### config.mk
export PLATFORM = sky130hd
export DESIGN_NAME = inst_fetch_seq
export DESIGN_NICKNAME = d
export VERILOG_FILES = /design/src/rtl/inst_fetch_seq.sv
export SDC_FILE = /design/constraint.sdc
export NUM_CORES = 1
export LEC_CHECK = 0
export ABC_AREA = 1
export CAP_MARGIN = 20
export CORE_ASPECT_RATIO = 1.1
export CORE_MARGIN = 1.5
export CORE_UTILIZATION = 40
export CTS_CLUSTER_DIAMETER = 200
export DETAILED_ROUTE_END_ITERATION = 7
export HOLD_SLACK_MARGIN = 0.03
export PLACE_DENSITY = 0.8
export SLEW_MARGIN = 5
export SYNTH_ARGS = -nofsm -noshare
export SYNTH_HDL_FRONTEND = slang
export SYNTH_SLANG_ARGS = --single-unit
export TNS_END_PERCENT = 10
### constraint.sdc
create_clock -name clk -period 1.7 [get_ports clk]
set_input_delay 0.34 -clock clk [delete_from_list [all_inputs] [get_ports clk]]
set_output_delay 0.34 -clock clk [all_outputs]
set_load 0.1 [all_outputs]
### src/rtl/inst_fetch_seq.sv
// Instruction fetch/sequencer for the SIMPLE 16-bit core: holds the PC, fetches one
// word per execution step, resolves branches against S/Z/V and stops on halt.
module inst_fetch_seq #(
  parameter int unsigned          ADDR_W   = 16,
  parameter logic [ADDR_W-1:0]    RESET_PC = '0,
  parameter logic [15:0]          NOP_INST = 16'hC0E0
) (
  input  logic              clk,
  input  logic              rst,
  input  logic              start,
  output logic [ADDR_W-1:0] imem_addr,
  input  logic [15:0]       imem_rdata,
  output logic [15:0]       inst,
  output logic              inst_valid,
  output logic [ADDR_W-1:0] pc,
  output logic [ADDR_W-1:0] pc_plus1,
  input  logic              exec_done,
  input  logic [2:0]        br_code,
  input  logic [ADDR_W-1:0] br_target,
  input  logic              flag_s,
  input  logic              flag_z,
  input  logic              flag_v,
  input  logic              halt_n,
  output logic              halted
);

  typedef enum logic [2:0] {
    S_IDLE,
    S_REQ,
    S_LOAD,
    S_EXEC,
    S_HALTED
  } state_t;

  state_t            state_q, state_d;
  logic [ADDR_W-1:0] pc_q, pc_d;
  logic [15:0]       inst_q, inst_d;
  logic              inst_valid_q, inst_valid_d;
  logic              halted_q, halted_d;
  logic              br_taken;
  logic [ADDR_W-1:0] pc_inc;

  assign pc_inc = pc_q + ADDR_W'(1);

  always_comb begin
    br_taken = 1'b0;
    unique case (br_code)
      3'b000:  br_taken = flag_z;
      3'b001:  br_taken = flag_s ^ flag_v;
      3'b010:  br_taken = flag_z | (flag_s ^ flag_v);
      3'b011:  br_taken = ~flag_z;
      3'b100:  br_taken = 1'b1;
      default: br_taken = 1'b0;
    endcase
  end

  always_comb begin
    state_d      = state_q;
    pc_d         = pc_q;
    inst_d       = inst_q;
    inst_valid_d = 1'b0;
    halted_d     = halted_q;
    unique case (state_q)
      S_IDLE: begin
        if (start) state_d = S_REQ;
      end
      S_REQ: begin
        state_d = S_LOAD;
      end
      // Memory answers one cycle after the address; capture it here so the
      // pulse lines up with the first EXEC cycle.
      S_LOAD: begin
        inst_d       = imem_rdata;
        inst_valid_d = 1'b1;
        state_d      = S_EXEC;
      end
      S_EXEC: begin
        if (exec_done) begin
          if (!halt_n) begin
            halted_d = 1'b1;
            state_d  = S_HALTED;
          end else begin
            pc_d    = br_taken ? br_target : pc_inc;
            state_d = S_REQ;
          end
        end
      end
      S_HALTED: begin
        if (start) begin
          pc_d     = pc_inc;
          halted_d = 1'b0;
          state_d  = S_REQ;
        end
      end
      default: state_d = S_IDLE;
    endcase
  end

  always_ff @(posedge clk) begin
    if (rst) begin
      state_q      <= S_IDLE;
      pc_q         <= RESET_PC;
      inst_q       <= NOP_INST;
      inst_valid_q <= 1'b0;
      halted_q     <= 1'b0;
    end else begin
      state_q      <= state_d;
      pc_q         <= pc_d;
      inst_q       <= inst_d;
      inst_valid_q <= inst_valid_d;
      halted_q     <= halted_d;
    end
  end

  assign imem_addr  = pc_q;
  assign pc         = pc_q;
  assign pc_plus1   = pc_inc;
  assign inst       = inst_q;
  assign inst_valid = inst_valid_q;
  assign halted     = halted_q;

endmodule

==> key figures <==
Outcome
  – Status: finished with violations
  – Failing checks: negative setup slack

Pwr
  – PwrDens: 1372 mW/mm^2
  – Tot Pwr: about 0.0061 W
  – Pleak: 1.926 nW
  – VDD IR max: roughly 1.1 mV

Critical path
  – Setup CP Type: register to output port
  – Critical path buffer and inverter count: 2
  – Slowest CP cell: dfxtp_4
  – Most frequent CP cell: nand2_2
  – Cell Chain, Critical Path: ha_4, nand2_4, nor2_4, nand2_2, o21bai_1, nand2_2, clkinvlp_4, buf_12
  – Crit-path max cell delay: slightly below 0.4 ns
  – CP Max Fanout: 5
  – Critical Path RT: approximately 1.4 ns
  – Worst r2r src: state_q[0]$_SDFFE_PP0P_
  – Worst reg2reg path depth: 10
  – Top delay family on crit path: simple AND/OR/NAND/NOR gates
  – Element type at the critical path start: register
  – Reg2reg end: imem_addr[10]$_SDFFE_PP0P_
  – Critical Path AT: approximately 1.7 ns
  – Crit end category: output port
  – R2R Setup Slk: between 0.15 and 0.2 ns

Route
  – DRC: 0
  – DRT antenna net count: 0
  – Final Routed Wirelength: between 7 and 8 mm
  – DR vias/cell: between 4 and 5
  – DR iter-0 viols: 169
  – Via count: roughly 2.7k
  – Pre-antenna DRT Iters: 4
  – Wirelength per Cell: ~14 um

Synth
  – Synthesized area: 0.002187 mm^2
  – Sequential cell area fraction in the yosys report: 33.87%
  – Synth Register Bits: 37
  – Synthesized netlist cell count: ~350
  – Mapped Nets: between 300 and 400
  – Syn Area/Cell: about 6.3 um^2
  – Synth cell types: 24
  – Yosys warnings: 0

Floorplanning
  – Io pins: about 110
  – Core Footprint: between 0.005 and 0.006 mm^2
  – Total die area: ~0.006 mm^2
  – Rows: 28
  – Starting Density: between 40% and 50%
  – Die Span Y: about 81 um
  – Die span in x: between 70 and 80 um

Layout
  – Area delta synth->final: 103.7%
  – Fin nets: slightly above 500
  – Layout Cells excl Fill: approximately 540
  – Fin area: about 0.0045 mm^2
  – N_diodes: 0
  – Layout fillers: between 300 and 400
  – Final Util: between 80 and 90%
  – Share of cells above drive strength 1: 35.55%

STA
  – WHS: slightly above 0.5 ns
  – Min Tclk post-route: approximately 2.0 ns
  – Worst-Margin Slew: about 0.35 ns
  – Final Max Slew Viols: 0
  – RSZ-0062 raised after global routing: yes
  – Rel. slew slack: roughly three quarters
  – # setup viols final: 13
  – Skew final: approximately 0.0076 ns
  – Period Utilization, post-route: 118.3%
  – Worst setup margin: -0.3114 ns
  – Fin. Hold Viols: 0
  – Fmax: 497.2 MHz

Placement
  – Dpl cells: approximately 530
  – Gpl congestion: a little over 0.9
  – IO buf count: between 100 and 150
  – Hpwl dp: 5.819 mm
  – Area post-placement: between 0.004 and 0.005 mm^2

Global route
  – Vias in the first global route: roughly 2.7k
  – Overflow after GRT: 0
  – Initial antenna violation count: 0
  – Largest net degree at the start of global routing: 33
  – Total track usage: between 20% and 30%
  – First-pass GRT wire length: roughly 12 mm

Worst hold path
  – Worst hold-check path type: register to register
  – Min-Delay Startpoint: inst[6]$_SDFFE_PP1P_
  – Hold Path Depth: 2
  – Hold Crit Endpoint: inst[6]$_SDFFE_PP1P_

Clock network
  – Clock-pin slew on the worst setup and hold paths: roughly 0.08 ns
  – CTS tree: done
  – Cts bufs inserted: 5
  – Deepest level of the CTS H-tree: 2
  – Skew-Pair Late Insertion Delay: roughly 0.3 ns
  – Clock Path Buffers: 2
  – # clock sinks: 37
  – Root buf cell: clkbuf_8

Run
  – # Max-Cap Violations: 0
==> layout by cell type, fill, tap and decap left out <==
| cell type | n |
|---|---|
| o21bai_1 | 1 |
| nor2_4 | 5 |
| dfxtp_1 | 22 |
| clkbuf_16 | 1 |
| clkinvlp_4 | 6 |
| nor3_2 | 1 |
| nand4_1 | 5 |
| xnor2_2 | 2 |
| xor2_4 | 3 |
| clkinv_2 | 1 |
| nand3b_1 | 8 |
| a21oi_1 | 17 |
| inv_2 | 8 |
| nand3_2 | 1 |
| nor2_2 | 4 |
| nand2_4 | 1 |
| o21ai_2 | 1 |
| nor2_1 | 48 |
| inv_1 | 29 |
| bufinv_16 | 1 |
| nand3_1 | 23 |
| nand2_1 | 75 |
| buf_12 | 69 |
| o21ai_0 | 14 |
| buf_4 | 29 |
| o21ai_1 | 17 |
| ha_4 | 1 |
| nand2_2 | 11 |
| clkdlybuf4s50_1 | 42 |
| dfxtp_4 | 6 |
| and2_2 | 1 |
| clkbuf_8 | 5 |
| dfxtp_2 | 9 |
==> registers in the layout, indices dropped and copies added, names as in the netlist <==
register,flops
state_q,3
imem_addr,16
inst_valid,1
inst,16
halted,1
==> through the flow <==
stage | setup WS, ns | setup TNS [ns]
6_report | -0.3114 | -2.747
5_1_grt | -0.3833 | -3.591
4_1_cts | -0.2874 | -2.615
3_5_place_dp | -0.1511 | -1.846
3_3_place_gp | -0.01855 | -0.07596
2_1_floorplan | -0.3684 | -5.474
==> worst register-to-register path, cell delays in order (launching register included) <==
cell     delay, ns
dfxtp_1       0.37
nand2_1       0.10
nor2_2        0.16
nand2_1       0.12
nand2_1       0.10
inv_2         0.05
nor2_4        0.09
buf_12        0.19
nand2_1       0.10
nor2_1        0.11
nor2_1        0.04
==> final cells by class <==
cell class                      count  area, um^2  share of cell area (%)
Tap cell                           75       93.84                   2.107
Sequential cell                    37       774.5                   17.39
Inverter                           43       183.9                   4.129
Clock inverter                      2       35.03                  0.7865
Multi-Input combinational cell    239        1254                   28.15
Clock buffer                        6       93.84                   2.107
Timing Repair Buffer              140        2019                   45.34
==> worst max path at each step <==
stage | from | to | slack, ns | cells past startpoint
2_1_floorplan | imem_addr[0]$_SDFFE_PP0P_ | imem_addr[2]$_SDFFE_PP0P_ | -0.37 | 6
3_3_place_gp | br_code[0] | imem_addr[11]$_SDFFE_PP0P_ | -0.02 | 10
3_5_place_dp | br_code[0] | imem_addr[14]$_SDFFE_PP0P_ | -0.15 | 10
4_1_cts | imem_addr[0]$_SDFFE_PP0P_ | pc_plus1[10] | -0.29 | 8
5_1_grt | imem_addr[0]$_SDFFE_PP0P_ | pc_plus1[10] | -0.38 | 8
6_report | imem_addr[0]$_SDFFE_PP0P_ | pc_plus1[10] | -0.31 | 8
==> cell families (layout without fill, tap and decap cells) <==
| kind of cell | Yosys count | count (layout) | share of synthesized area (%) |
|---|---|---|---|
| and+or+nand+nor | 183 | 183 | 36.39 |
| xor gates and xnor gates | 5 | 5 | 2.003 |
| AOI/OAI and AO/OA | 50 | 50 | 11.73 |
| buffers and inverters | 70 | 191 | 15.45 |
| adders and majority gates | 1 | 1 | 0.5720 |
| DFF | 37 | 37 | 33.87 |
==> synth_stat cells, drive strengths merged <==
library cell  instances  area [um^2]
clkbuf                5        18.77
nor3                  1        10.01
ha                    1        12.51
nor2                 57        236.5
buf                  22        157.6
xnor2                 2        17.52
nand4                 5        31.28
xor2                  3        26.28
a21oi                17        85.08
nand2                87        331.6
nand3b                8        60.06
dfxtp                37        740.7
inv                  43        161.4
o21ai                32        163.9
nand3                24        120.1
and2                  1        6.260
o21bai                1        7.510
==> report_power, final <==
part	switching (W)	internal [W]	total [W]	leakage [nW]
registers	0.000199	0.00105	0.00125	0.311
clock network	0.000337	0.000524	0.000861	0.0663
logic	0.00261	0.00139	0.00401	1.55
total	0.00315	0.00296	0.00611	1.93
==> repair_timing <==
action	CTS	global route
hold buffers	0	0
pin swaps	5	0
gates resized for setup	11	1
setup endpoints to repair	14	14
setup buffers	2	0
gates cloned	0	0
==> per-layer routing <==
metal / up-vias / wire length (um) / part of all wire [%] / GRT usage [%]
met1: 1198 / 2659 / 35 / 26.77
met3: 18 / 763 / 10 / 10.04
li1: 1317 / - / - / -
met4: 0 / 177 / 2.3 / 9.815
met5: - / 0 / 0 / 0
met2: 139 / 4055 / 53 / 50.36
Power figures use the tool's default switching activity.
